===== config.mk =====
export PLATFORM = sky130hd
export DESIGN_NAME = mem_arbiter
export DESIGN_NICKNAME = d
export VERILOG_FILES = /design/src/rtl/mem_arbiter.sv
export SDC_FILE = /design/constraint.sdc
export NUM_CORES = 1
export LEC_CHECK = 0
export ABC_AREA = 1
export CORE_AREA = 2 2 104 106
export CTS_CLUSTER_DIAMETER = 40
export CTS_CLUSTER_SIZE = 24
export DETAILED_ROUTE_END_ITERATION = 8
export DIE_AREA = 0 0 106 108
export DONT_BUFFER_PORTS = 1
export SYNTH_ARGS = -nofsm -noshare
export SYNTH_HDL_FRONTEND = slang
export SYNTH_SLANG_ARGS = --single-unit

===== constraint.sdc =====
create_clock -name clk -period 1.1 [get_ports clk]
set_clock_uncertainty 0.1 [all_clocks]
set_input_delay 0.165 -clock clk [delete_from_list [all_inputs] [get_ports clk]]
set_output_delay 0.165 -clock clk [all_outputs]
set_load 0.02 [all_outputs]

===== src/rtl/mem_arbiter.sv =====
// mem_arbiter: shares one synchronous-read single-port memory between the
// instruction-fetch port and the load/store data port of the rv32i core.
// Data normally wins a conflict so an in-flight load/store is never blocked
// by the next fetch; read data comes back one cycle after the grant to
// whichever requester owned the access.
// Optional feature: define MEM_ARB_STARVE_GUARD_EN to add a starvation
// counter that forces a fetch grant after STARVE_LIMIT consecutive data wins.
module mem_arbiter #(
    parameter int ADDR_W       = 32,
    parameter int STARVE_LIMIT = 4
) (
    input  logic              clk,
    input  logic              rst_n,
    input  logic              if_req,
    input  logic [ADDR_W-1:0] if_addr,
    output logic              if_gnt,
    output logic              if_rvalid,
    output logic [31:0]       if_rdata,
    input  logic              d_req,
    input  logic              d_we,
    input  logic [3:0]        d_be,
    input  logic [ADDR_W-1:0] d_addr,
    input  logic [31:0]       d_wdata,
    output logic              d_gnt,
    output logic              d_rvalid,
    output logic [31:0]       d_rdata,
    output logic              mem_en,
    output logic              mem_we,
    output logic [3:0]        mem_be,
    output logic [ADDR_W-3:0] mem_addr,
    output logic [31:0]       mem_wdata,
    input  logic [31:0]       mem_rdata
);

    typedef enum logic [1:0] {
        OWN_NONE = 2'd0,
        OWN_IF   = 2'd1,
        OWN_D    = 2'd2
    } owner_t;

    owner_t owner;
    owner_t owner_nxt;
    logic   force_if;

    // Byte-offset bits are ignored; alignment is enforced upstream.
    logic unused_addr_lsbs;
    assign unused_addr_lsbs = ^{if_addr[1:0], d_addr[1:0]};

    // The counter is only 4 bits wide, so the limit must fit in 1..15.
    if (STARVE_LIMIT < 1 || STARVE_LIMIT > 15) begin : g_bad_limit
        $error("mem_arbiter: STARVE_LIMIT must be in 1..15");
    end

`ifdef MEM_ARB_STARVE_GUARD_EN
    localparam logic [3:0] LIMIT = STARVE_LIMIT[3:0];

    logic [3:0] starve_cnt;

    // Fetch is forced through once it has lost LIMIT conflicts in a row.
    assign force_if = if_req && (starve_cnt == LIMIT);

    // Count data grants that happen while fetch waits; saturate at the limit.
    always_ff @(posedge clk or negedge rst_n) begin
        if (!rst_n) begin
            starve_cnt <= 4'd0;
        end else if (if_gnt || !if_req) begin
            starve_cnt <= 4'd0;
        end else if (d_gnt && (starve_cnt != LIMIT)) begin
            starve_cnt <= starve_cnt + 4'd1;
        end
    end
`else
    // Without the guard, data strictly wins every conflict.
    assign force_if = 1'b0;
`endif

    // Pick a winner and steer the memory port to it; nothing is granted in reset.
    always_comb begin
        if_gnt    = 1'b0;
        d_gnt     = 1'b0;
        mem_en    = 1'b0;
        mem_we    = 1'b0;
        mem_be    = 4'h0;
        mem_addr  = '0;
        mem_wdata = 32'h0;
        owner_nxt = OWN_NONE;
        if (rst_n) begin
            if (if_req && (force_if || !d_req)) begin
                if_gnt    = 1'b1;
                mem_en    = 1'b1;
                mem_be    = 4'hF;
                mem_addr  = if_addr[ADDR_W-1:2];
                owner_nxt = OWN_IF;
            end else if (d_req) begin
                d_gnt     = 1'b1;
                mem_en    = 1'b1;
                mem_we    = d_we;
                // Loads always read the full word regardless of d_be.
                mem_be    = d_we ? d_be : 4'hF;
                mem_addr  = d_addr[ADDR_W-1:2];
                mem_wdata = d_wdata;
                owner_nxt = OWN_D;
            end
        end
    end

    // Remember who was granted so the next-cycle response is routed back.
    always_ff @(posedge clk or negedge rst_n) begin
        if (!rst_n) begin
            owner <= OWN_NONE;
        end else begin
            owner <= owner_nxt;
        end
    end

    // Route memory read data to the owner; rdata is held at zero otherwise.
    always_comb begin
        if_rvalid = (owner == OWN_IF);
        d_rvalid  = (owner == OWN_D);
        if_rdata  = if_rvalid ? mem_rdata : 32'h0;
        d_rdata   = d_rvalid  ? mem_rdata : 32'h0;
    end

endmodule

==> results of run 1 <==
-- metal layers --
| layer | vias up | track usage, % |
|---|---|---|
| li1 | 978 | - |
| met1 | 879 | 9.40 |
| met2 | 185 | 17.7 |
| met3 | 4 | 3.50 |
| met4 | 0 | 2.91 |
| met5 | - | 0 |
-- area by class of cell --
| cell class | count | share of cell area, % |
|---|---|---|
| inverter | 78 | 11.8 |
| sequential | 2 | 1.94 |
| timing repair buffer | 68 | 27.9 |
| tap | 136 | 6.59 |
| multi-input combinational | 201 | 50.2 |
| clock buffer | 3 | 1.60 |
-- power by group through the flow --
stage / combinational, µW / clock (µW) / sequential (µW)
after detailed placement: 871 / 0 / 80.9
after global placement: 859 / 0 / 80.7
after global routing: 1040 / 307 / 80.8
final: 982 / 284 / 80.0
after CTS: 964 / 296 / 80.0
after floorplan: 709 / 0 / 80.2
-- cell families (layout without fill, tap and decap cells) --
family / count (synthesis) / in the layout / synth area share [%]
AND/OR/NAND/NOR: 201 / 201 / 63.7
buffers and inverters: 101 / 149 / 32.5
flip-flops: 2 / 2 / 3.78
-- final timing paths --
kind / startpoint / slack, ns / to / cells after the start
min: rst_n / 0.10 / owner[1] / 1
max in group asynchronous: rst_n / 0.67 / owner[0] / 1
min in group clk: d_req / 0.25 / owner[1] / 3
max: owner[1] / -0.40 / if_rdata[17] / 5
-- placed cells by master, fill, tap and decap left out --
cell type      count
buf_12             7
buf_16             3
buf_4             42
buf_6             13
buf_8              1
clkbuf_8           3
clkinvlp_4         1
dfrtp_1            2
dlygate4sd3_1      2
inv_1             73
inv_2              2
inv_4              1
inv_6              1
nand2_1           66
nand2_4            1
nand2_8            1
nand3_1            4
nand4_1           30
nor2_1            34
nor2_2            10
nor2_4            55
-- stage by stage --
stage	hold slack, ns	std cells	setup TNS [ns]	total power (µW)	worst slack (ns)
after floorplan	-0.231	304	-7.99	790	-0.149
after detailed placement	-0.230	475	-11.51	951	-0.264
after global placement	-0.230	475	-10.05	939	-0.219
after CTS	0.105	487	-24.94	1340	-0.425
final	0.101	488	-23.98	1350	-0.404
after global routing	0.100	488	-27.93	1430	-0.461
-- what timing repair did --
action,4_1_cts,5_1_grt
hold endpoints to repair,3,0
hold buffers,2,0
cloned,3,0
buffers inserted,4,1
resized for setup,24,21
pin swaps,13,14
setup endpoints to repair,66,68
==> key figures, run 1 <==
Logic synthesis
  • Distinct cells, synth: 14
  • Top FF cell, synth: dfrtp_1
  • Synth area leaders: nor2_1, inv_1, nand2_1
  • Post-Syn Nets: between 400 and 500
  • Synth async-reset ratio: 100%
  • Area leader, netlist: nor2_1
  • Post-synth top area share: 27.8%
  • #FFs+latches synth: 2
  • Syn Area/Cell: 4.36 µm²
  • Most frequent cell after synthesis: nor2_1
  • Post-synthesis sequential area ratio: 3.78%
  • Post-synth top cells: nor2_1, inv_1, nand2_1
  • Synth Instances: 304
  • Yosys warnings: 0
  • Syn Std Cell Area: 1330 µm²
  • Number of synthesized flops with an enable pin: 0

Layout
  • Filler cells: around 1.1k
  • Nets@finish: 491
  • Post-Layout Inst Area: 2580 µm²
  • Max reg flops: 2
  • # diodes: 0
  • Layout area overhead: 94.8%
  • Top Registers: owner (2)
  • Footprint of the multi-input gates: approximately 1300 µm²
  • FF+latch area: around 50 µm²
  • Reg with most FFs: owner
  • Layout cells sized above 1: 40.1%
  • Final core occ: 25.2%

Critical path
  • Crit path required time: 0.83 ns
  • Critical Path Start Type: flip-flop
  • Top delay family on crit path: flip-flops
  • CP endpoint kind: primary output
  • WP buf/inv: 3
  • Slowest-stage cell, CP: dfrtp_1
  • Worst path max stage delay: 0.39 ns
  • Setup CP Type: flip-flop to primary output
  • Crit Path Max Fanout: 7
  • Worst-path cell chain: nor2_4 -> inv_4 -> buf_12 -> buf_12 -> nor2_4
  • CP Data Arrival Time: 1.24 ns

Timing
  • Period minus WS final: between 1.5 and 2 ns
  • Peak Freq: 665 MHz
  • Final WS setup: -0.404 ns
  • Worst-Margin Slew: around 0.25 ns
  • Pins Over Slew Limit: 0
  • Final setup viols: 66
  • Post-route clock period utilization: 137%
  • Final hold violations: 0
  • Slew HR: between 80 and 90%
  • RSZ-0062 raised after global routing: true

Clock tree
  • Root buffer selected by CTS: clkbuf_8
  • Clock sink count: 2
  • CTS buffer count: 3
  • Clock transition at path regs: roughly 0.03 ns
  • TritonCTS clock tree: yes
  • Max Buffers Root-to-Sink: 2
  • CTS H-tree lvls: 1

Hold path
  • Hold Crit Class: input port to asynchronous set/reset pin

Drt
  • Top sig layer: met4
  • Avg WL per Cell: 12.6 µm
  • Vias: approximately 2.0k
  • DRT iter0 DRCs: 70
  • Post-DRT Antenna Nets: 0
  • Routed wl met2: 3310 µm
  • Met3 Wirelength: 712 µm
  • WL final: between 6000 and 7000 µm
  • # DRC: 0
  • 1st-pass router iterations: 5
  • Vias per inst: around 4.2
  • M1 wire length: 2040 µm

Pwr
  • Clock power share: 21.1%
  • Switching portion of total power: 53.5%
  • VDD IR max: 235 µV
  • P_int: 626 µW
  • Leak Pwr: about 0.0014 µW
  • Logic pwr share: 73.0%
  • Sequential power share: 5.9%
  • Sw power: 720 µW
  • Pwr per Cell Area: approximately 520 nW/µm²

Floorplan
  • IO Pins: 273
  • DIE AREA: 11400 µm²
  • Core box area: 10200 µm²
  • Starting density of the core: 13.0%
  • Site row count: 37
  • Die Y: 108 µm
  • Die Width: between 100 and 150 µm

Global routing
  • Largest net degree at the start of global routing: 34
  • First-pass GRT wire length: 8380 µm
  • Initial antenna violation count: 0
  • Number of global-route vias before repair: ~1.7k
  • GRT Total Usage: 9.31%
  • GR Overflow Total: 0

Placed design
  • Port Buf Inserts: 0
  • Post-DP HPWL: 5320 µm
  • GP Congestion: 0.814
  • Post-DP Area: 2210 µm²

Job
  • MaxCap Viol Count: 0

Outcome
  • Status: finished, violations left
  • Failing checks: setup timing
No activity file was read; power rests on OpenSTA's default activity.
==> inputs of run 2 (changes only) <==
Settings changed: PLACE_DENSITY set to 0.36, SLEW_MARGIN set to 0.
==> run 2 against run 1 <==
- sequential power is 2% higher
- the run still ends with setup timing left
- utilization fell by 1.8 points
- power is 5.2% lower
- cell count decreased by 2.0%
- critical path type unchanged
- clock-buffer cell count did not move
- routed wire length shrank 5.2%
- fmax up 2.8%
- cell area is 7.1% lower
==> key figures, run 2 (synthesis gave the netlist of run 1 again) <==
Timing
  • Period minus WS final: 1.46 ns
  • Pins Over Slew Limit: 0
  • Slew HR: 79.8%
  • Post-route clock period utilization: 133%
  • Final setup viols: 66
  • Final WS setup: -0.362 ns
  • Peak Freq: 684 MHz
  • Final setup TNS: -20.94 ns
  • RSZ-0062 raised after global routing: true
  • WHS: 0.0686 ns
  • Final hold violations: 0
  • Worst-Margin Slew: 0.303 ns

Floorplan
  • Die Width: 106 µm
  • Core box area: 10200 µm²
  • DIE AREA: 11400 µm²
  • Site row count: 37
  • Starting density of the core: 13.0%
  • IO Pins: 273
  • Die Y: 108 µm

Hold path
  • Hold Crit Class: input port to flip-flop

Pwr
  • Pwr per Cell Area: 532 nW/µm²
  • VDD IR max: 203 µV
  • Switching portion of total power: 54.4%
  • Logic pwr share: 71.6%
  • Sequential power share: 6.4%
  • P_int: 581 µW
  • Leak Pwr: 0.00131 µW
  • Clock power share: 22.1%
  • Sw power: 694 µW

Drt
  • Vias: 1959
  • 1st-pass router iterations: 6
  • Vias per inst: 4.10
  • # DRC: 0
  • Avg WL per Cell: 12.2 µm
  • WL final: 5840 µm
  • DRT iter0 DRCs: 56
  • Post-DRT Antenna Nets: 0

Placed design
  • GP Congestion: 0.689
  • Placed cell count: 470
  • Post-DP Area: 2180 µm²
  • Post-DP HPWL: 4810 µm
  • Port Buf Inserts: 0
  • Setup Slack @ Placement: -0.173 ns

Layout
  • Layout cells sized above 1: 38.3%
  • Top Registers: owner (2)
  • Nets@finish: 481
  • Reg with most FFs: owner
  • # diodes: 0
  • Leading cell type in the layout, fill and taps excluded: inv_1
  • Most used cells in the layout excluding fill and tap cells: inv_1, nand2_1, nor2_4, buf_4, nor2_1
  • Final non-filler cell total: 478
  • Max reg flops: 2
  • Post-Layout Inst Area: 2400 µm²
  • Layout area overhead: 81.0%

Global routing
  • First-pass GRT wire length: 7680 µm
  • Initial antenna violation count: 0
  • Number of global-route vias before repair: ~1.7k
  • Largest net degree at the start of global routing: 34
  • GR Overflow Total: 0
  • GRT Total Usage: 8.13%

Clock tree
  • Clock sink count: 2
  • CTS buffer count: 3
  • Clock transition at path regs: approximately 0.030 ns
  • CTS H-tree lvls: 1
  • Max Buffers Root-to-Sink: 2
  • TritonCTS clock tree: yes
  • Root buffer selected by CTS: clkbuf_8

Critical path
  • WP buf/inv: 2
  • CP endpoint kind: primary output
  • Top delay family on crit path: flip-flops
  • Slowest-stage cell, CP: dfrtp_2
  • Crit Path Max Fanout: 9
  • Worst-path cell chain: nor2_4 -> inv_4 -> buf_12 -> nor2_4
  • Crit path required time: 0.83 ns
  • Cell mode on critical path: nor2_4
  • CP Data Arrival Time: 1.20 ns
  • Setup CP Type: flip-flop to primary output
  • Worst path max stage delay: roughly 0.42 ns
  • Critical Path Start Type: flip-flop

Outcome
  • Failing checks: setup timing
  • Status: finished, violations left

Job
  • MaxCap Viol Count: 0
run 2: changes by cell type in the layout (fill, tap and decap cells not counted), sizes merged:
cell / delta
inv: +1
clkbuf: +2
clkinvlp: -1
dlygate4sd3: -1
buf: -11
run 2: worst paths after layout:
| path | slack (ns) | to | startpoint | cells after the start |
|---|---|---|---|---|
| max in group asynchronous | 0.66 | owner[1] | rst_n | 1 |
| setup / recovery | -0.36 | if_rdata[29] | owner[1] | 4 |
| hold / removal | 0.07 | owner[0] | d_req | 2 |
| min in group asynchronous | 0.10 | owner[1] | rst_n | 1 |
run 2: power groups by stage:
stage / Sequential (µW) / Clock, µW / Combinational, µW
floorplan: 80.2 / 0 / 709
global placement: 80.7 / 0 / 852
detailed placement: 81.0 / 0 / 856
CTS: 80.5 / 294 / 869
global route: 81.8 / 310 / 978
finish: 81.4 / 281 / 913
run 2: per-layer routing:
layer  global-route usage, %  routed length, µm
met1                    8.35               2020
met2                    17.1               3370
met3                    1.21                427
met4                    1.88                 32
met5                       0                  0
run 2: cell type report:
type                       instances  area, µm²
timing repair buffer              58        563
fill                            1141       7830
sequential                         2       51.3
multi-input combinational        201       1270
clock buffer                       3       41.3
inverter                          78        300
tap                              136        170
run 2: timing repair:
item,in CTS,in global routing
cloned,0,2
hold buffers,1,0
hold endpoints to repair,2,0
pin swaps,1,4
setup endpoints to repair,66,66
resized for setup,7,20
setup buffers,1,1
run 2: per-stage QoR:
step	utilization, %	total power [µW]
floorplan	-	790
global placement	21.3	933
detailed placement	21.3	937
CTS	22.0	1240
global route	23.4	1370
finish	23.4	1280
